<file path="src/rtl/contador_rom.sv">
`default_nettype none
// ============================================================================
//  Module      : contador_rom
//  Description : Melody sequencer. A registered note timer counts NOTE_TICKS
//                clock cycles per note and then advances a 5-bit note address.
//                The address drives a combinational 32-entry ROM, which returns
//                the half-period count of that note (0 means rest).
//  Revision    : 1.0 - initial release
// ----------------------------------------------------------------------------
//  Parameters
//    NOTE_TICKS         : clock cycles per note (legal range 2..16_777_216)
//  Ports
//    clk                : in  1  rising-edge system clock (50 MHz nominal)
//    rst                : in  1  synchronous active-high reset
//    direccion_nota     : out 5  current melody note address (0..31)
//    count_time         : out 24 cycles elapsed within the current note
//    frecuencia_de_nota : out 16 half-period count of the current note
// ============================================================================
module contador_rom #(
  parameter int unsigned NOTE_TICKS = 12_500_000
) (
  input  logic        clk,
  input  logic        rst,
  output logic [4:0]  direccion_nota,
  output logic [23:0] count_time,
  output logic [15:0] frecuencia_de_nota
);

  // Last count value inside one note. NOTE_TICKS = 2^24 still fits in 24 bits
  // after the subtraction.
  localparam logic [23:0] c_LAST = 24'(NOTE_TICKS - 1);

  // Half-period counts: floor(50e6 / (2 * f)) - 1
  localparam logic [15:0] c_G4   = 16'd63774;
  localparam logic [15:0] c_A4   = 16'd56817;
  localparam logic [15:0] c_B4   = 16'd50618;
  localparam logic [15:0] c_C5   = 16'd47777;
  localparam logic [15:0] c_D5   = 16'd42564;
  localparam logic [15:0] c_E5   = 16'd37920;
  localparam logic [15:0] c_F5   = 16'd35792;
  localparam logic [15:0] c_G5   = 16'd31887;
  localparam logic [15:0] c_REST = 16'd0;

  // Declaration initialisers give the same zero state at power-up on FPGAs
  // as the reset does.
  logic [23:0] r_count = '0;
  logic [4:0]  r_addr  = '0;
  logic        w_terminal;
  logic [15:0] w_freq;

  // ">=" rather than "==" so that the counter can never run past the last
  // value even if it were somehow disturbed.
  assign w_terminal = (r_count >= c_LAST);

  // --------------------------------------------------------------------------
  // Note timer and address counter. The 5-bit address wraps 31 -> 0 by
  // natural overflow, so the melody loops forever.
  // --------------------------------------------------------------------------
  always_ff @(posedge clk) begin
    if (rst) begin
      r_count <= '0;
      r_addr  <= '0;
    end else if (w_terminal) begin
      r_count <= '0;
      r_addr  <= r_addr + 5'd1;
    end else begin
      r_count <= r_count + 24'd1;
    end
  end

  // --------------------------------------------------------------------------
  // Melody ROM, purely combinational: the note value follows the address in
  // the same cycle.
  // --------------------------------------------------------------------------
  always_comb begin
    w_freq = c_REST;
    case (r_addr)
      5'd0:    w_freq = c_G4;
      5'd1:    w_freq = c_G4;
      5'd2:    w_freq = c_A4;
      5'd3:    w_freq = c_G4;
      5'd4:    w_freq = c_C5;
      5'd5:    w_freq = c_B4;
      5'd6:    w_freq = c_REST;
      5'd7:    w_freq = c_G4;
      5'd8:    w_freq = c_G4;
      5'd9:    w_freq = c_A4;
      5'd10:   w_freq = c_G4;
      5'd11:   w_freq = c_D5;
      5'd12:   w_freq = c_C5;
      5'd13:   w_freq = c_REST;
      5'd14:   w_freq = c_G4;
      5'd15:   w_freq = c_G4;
      5'd16:   w_freq = c_G5;
      5'd17:   w_freq = c_E5;
      5'd18:   w_freq = c_C5;
      5'd19:   w_freq = c_B4;
      5'd20:   w_freq = c_A4;
      5'd21:   w_freq = c_REST;
      5'd22:   w_freq = c_F5;
      5'd23:   w_freq = c_F5;
      5'd24:   w_freq = c_E5;
      5'd25:   w_freq = c_C5;
      5'd26:   w_freq = c_D5;
      5'd27:   w_freq = c_C5;
      default: w_freq = c_REST;   // 28..31: trailing rests
    endcase
  end

  assign direccion_nota     = r_addr;
  assign count_time         = r_count;
  assign frecuencia_de_nota = w_freq;

endmodule
`default_nettype wire

</file>
<file path="config.mk">
export PLATFORM = sky130hd
export DESIGN_NAME = contador_rom
export DESIGN_NICKNAME = d
export VERILOG_FILES = /design/src/rtl/contador_rom.sv
export SDC_FILE = /design/constraint.sdc
export NUM_CORES = 1
export LEC_CHECK = 0
export BUFFER_PORTS_ARGS = -buffer_cell sky130_fd_sc_hd__buf_2
export CAP_MARGIN = 5
export CORE_MARGIN = 2
export CORE_UTILIZATION = 44
export DETAILED_ROUTE_END_ITERATION = 7
export GPL_ROUTABILITY_DRIVEN = 0
export PLACE_DENSITY = 0.64
export SYNTH_ARGS = -nofsm -noshare
export SYNTH_HDL_FRONTEND = slang
export SYNTH_SLANG_ARGS = --single-unit
</file>
<file path="constraint.sdc">
create_clock -name clk -period 3.1 [get_ports clk]
set_input_delay 0.62 -clock clk [delete_from_list [all_inputs] [get_ports clk]]
set_output_delay 0.62 -clock clk [all_outputs]
set_load 0.01 [all_outputs]
</file>
==> impl_metrics.py <==
metrics = {
    "status": {
        "outcome": "complete, no violations",
    },
    "worst_hold_path": {
        "hp-class": "flop to flop",
    },
    "placed_design": {
        "dp.cells": 422,
        "port_buffers": 46,
        "place_ws_ps": 145.8,
        "dp_hpwl_mm": 4.561,
    },
    "timing": {
        "hold_ws_ps": 468.9,
        "hold_violations": 0,
        "fin_setup_tns_ps": 0,
        "tightest_slew_ps": 537.7,
        "slew_headroom_pct": 63.85,
        "finalCriticalPeriod_ps": 2863,
        "report.final.setup_viol": 0,
        "fin_ws_ps": 237.2,
        "clock.fmax_mhz": 349.3,
        "fin_skew_ps": 2.862,
        "finalCritPeriodShare_pct": 92.35,
        "drv_slew": 0,
        "rsz0062_at_grt": "no",
    },
    "floorplanning": {
        "start_util_pct": 45.43,
        "dieArea_mm2": 0.006268,
        "die_y_um": 79.17,
        "fp.dieW_um": 79.17,
        "core_area_mm2": 0.005473,
        "ios": 47,
        "row_count": 27,
    },
    "synthesis": {
        "synth_area_per_cell_um2": 8.125,
        "synthCells": 306,
        "ys_seq_elements": 43,
        "syn_area_mm2": 0.002486,
        "synth_top_family_by_area": "simple AND/OR/NAND/NOR gates",
        "synth_edf_count": 0,
        "async_flop_share_pct": 0,
        "synth_cell_types": 55,
        "syn_nets": 317,
        "synthAdderAreaFrac_pct": 4.529,
        "muxShareOfSynthArea_pct": 4.026,
        "synth-compound-area-share_pct": 17.36,
        "ys_seq_area_share_pct": 34.63,
        "yosys.area_share.simple_pct": 26.62,
        "synth-xor-area-share_pct": 7.046,
        "yosysWarnings": 0,
        "ys.flop_type": "dfxtp_1",
    },
    "power": {
        "p_per_area_mw_per_mm2": 313.7,
        "p_int_mw": 0.7220,
        "switching_share_pct": 22.06,
        "vdd_drop_max_mv": 0.1984,
        "pwr-share-comb_pct": 2.6,
        "p_seq_share_pct": 60.2,
        "p_clk_share_pct": 37.2,
        "p_sw_mw": 0.2044,
        "p_leak_nw": 1.255,
    },
    "final_layout": {
        "instances_no_fill": 430,
        "regArea_um2": 860.8,
        "synthToLayoutAreaGrowth_pct": 18.77,
        "diodes": 0,
        "fill_cells": 554,
        "multi_input_area_mm2": 0.001508,
        "drive_above_1_share_pct": 24.02,
        "final_nets": 368,
    },
    "grt": {
        "grt_overflow": 0,
        "grt_max_degree": 27,
        "grt_pass1_vias": 2230,
        "grt_first_pass_wirelength_mm": 10.41,
        "grtUsageTotal_pct": 20.77,
        "antenna_found_initial": 0,
    },
    "worst_setup_path": {
        "crit_path_end_kind": "flop",
        "critical_path_class": "flop to flop",
        "cp_data_required_time_ps": 3290,
        "cp_max_fo": 20,
        "crit_arrival_ps": 3050,
        "start_kind": "flop",
    },
    "cts": {
        "h-tree-depth": 2,
        "clock_path_buffers": 2,
        "numCtsBuffers": 5,
        "path_clk_slew_ps": 80,
        "worst_skew_pair.late_latency_ps": 290,
        "cts_tree": "built",
        "cts_sinks": 43,
        "cts_root_buffer": "clkbuf_8",
    },
    "drt": {
        "dr.first_iter.drc_count": 181,
        "wl_per_cell_um": 14.53,
        "first_pass_iters": 4,
        "ant_nets": 0,
        "drc": 0,
        "viasPerCell": 5.505,
        "vias": 2367,
        "finalWirelength_mm": 6.249,
    },
    "flow_run": {
        "maxCapViolCount": 0,
    },
}
## logic make-up after synthesis
logic type	after synthesis
flops	43
xor+xnor	20
simple gates	127
compound gates	65
fa+ha+maj	9
buf+inv	33
mux	9
## sequential cells by signal (all words and copies together) (netlist names)
name                flops
frecuencia_de_nota     14
count_time             24
direccion_nota          5
## area by class of cell
class / instances / share of cell area [%]
clock buffers: 7 / 2.585
clock inverters: 1 / 0.1695
inverters: 14 / 1.864
multi-input cells: 230 / 51.06
flip-flops and latches: 43 / 29.15
well taps: 72 / 3.051
repair buffers: 63 / 12.12
## routing by layer
metal	track usage, %	part of all wire (%)	vias up
li1	-	-	1181
met1	26.29	45	1097
met2	34.41	48	77
met3	3.864	5.1	12
met4	9.138	2.1	0
met5	0	0	-
## per-stage QoR
stage                     util (%)  area (um2)  power (mW)
after floorplan                  -        2507      0.5869
after global placement       52.38        2867      0.5950
after detailed placement     52.38        2867      0.5956
after CTS                    53.86        2948      0.9423
after global routing         53.96        2953      0.9690
final                        53.96        2953      0.9264
## critical path, stage by stage (launching register included)
cell and delay, ps:
dfxtp_1 370, ha_1 210, and4_1 240, nor4_2 90, or3_4 440, buf_4 190, nor4_1 440, nor2_2 80
buf_4 220, mux2i_1 140, a221o_1 340
## cells in the mapped netlist (all sizes together), types with 4 or more instances
| library cell | n | area [um2] |
|---|---|---|
| o21ai | 18 | 90.09 |
| nand2 | 25 | 93.84 |
| nand3 | 10 | 50.05 |
| inv | 14 | 55.06 |
| xnor2 | 10 | 87.58 |
| and2 | 4 | 25.02 |
| and4 | 5 | 46.29 |
| a31oi | 7 | 43.79 |
| ha | 9 | 112.6 |
| nand4 | 7 | 43.79 |
| buf | 8 | 47.54 |
| mux2i | 7 | 77.58 |
| nor2b | 8 | 50.05 |
| nor2 | 39 | 148.9 |
| nor3 | 4 | 20.02 |
| clkbuf | 11 | 41.29 |
| nor4 | 4 | 37.53 |
| or3 | 11 | 73.82 |
| a21oi | 14 | 70.07 |
| dfxtp | 43 | 860.8 |
| xor2 | 10 | 87.58 |
## power groups by stage
stage	Sequential [mW]	Combinational (mW)	Clock, mW
2_1_floorplan	0.572	0.0144	0
3_3_place_gp	0.571	0.0241	0
3_5_place_dp	0.571	0.0245	0
4_1_cts	0.558	0.0246	0.360
5_1_grt	0.559	0.0273	0.383
6_report	0.558	0.0242	0.344
## layout by cell type (no fill, tap or decap), types with 10 or more instances in the layout
cell type / count
a21oi_1: 14
nand2_1: 25
xnor2_1: 10
inv_1: 11
nand3_1: 10
buf_2: 46
dfxtp_1: 43
xor2_1: 10
buf_4: 17
nor2_1: 38
o21ai_0: 16
## timing repair
action | in CTS | in global routing
setup endpoints to repair | 0 | 4
hold buffers | 0 | 0
buffers inserted | 0 | 0
resized for setup | 0 | 1
## worst paths after layout
check                           endpoint  cells after the start  slack (ps)     startpoint
setup reg to reg  frecuencia_de_nota[10]                     10         240  count_time[0]
setup / recovery  frecuencia_de_nota[10]                     10         240  count_time[0]
hold / removal             count_time[0]                      1         470  count_time[0]
hold reg to reg            count_time[0]                      1         470  count_time[0]
(Power assumes the default switching activity.)
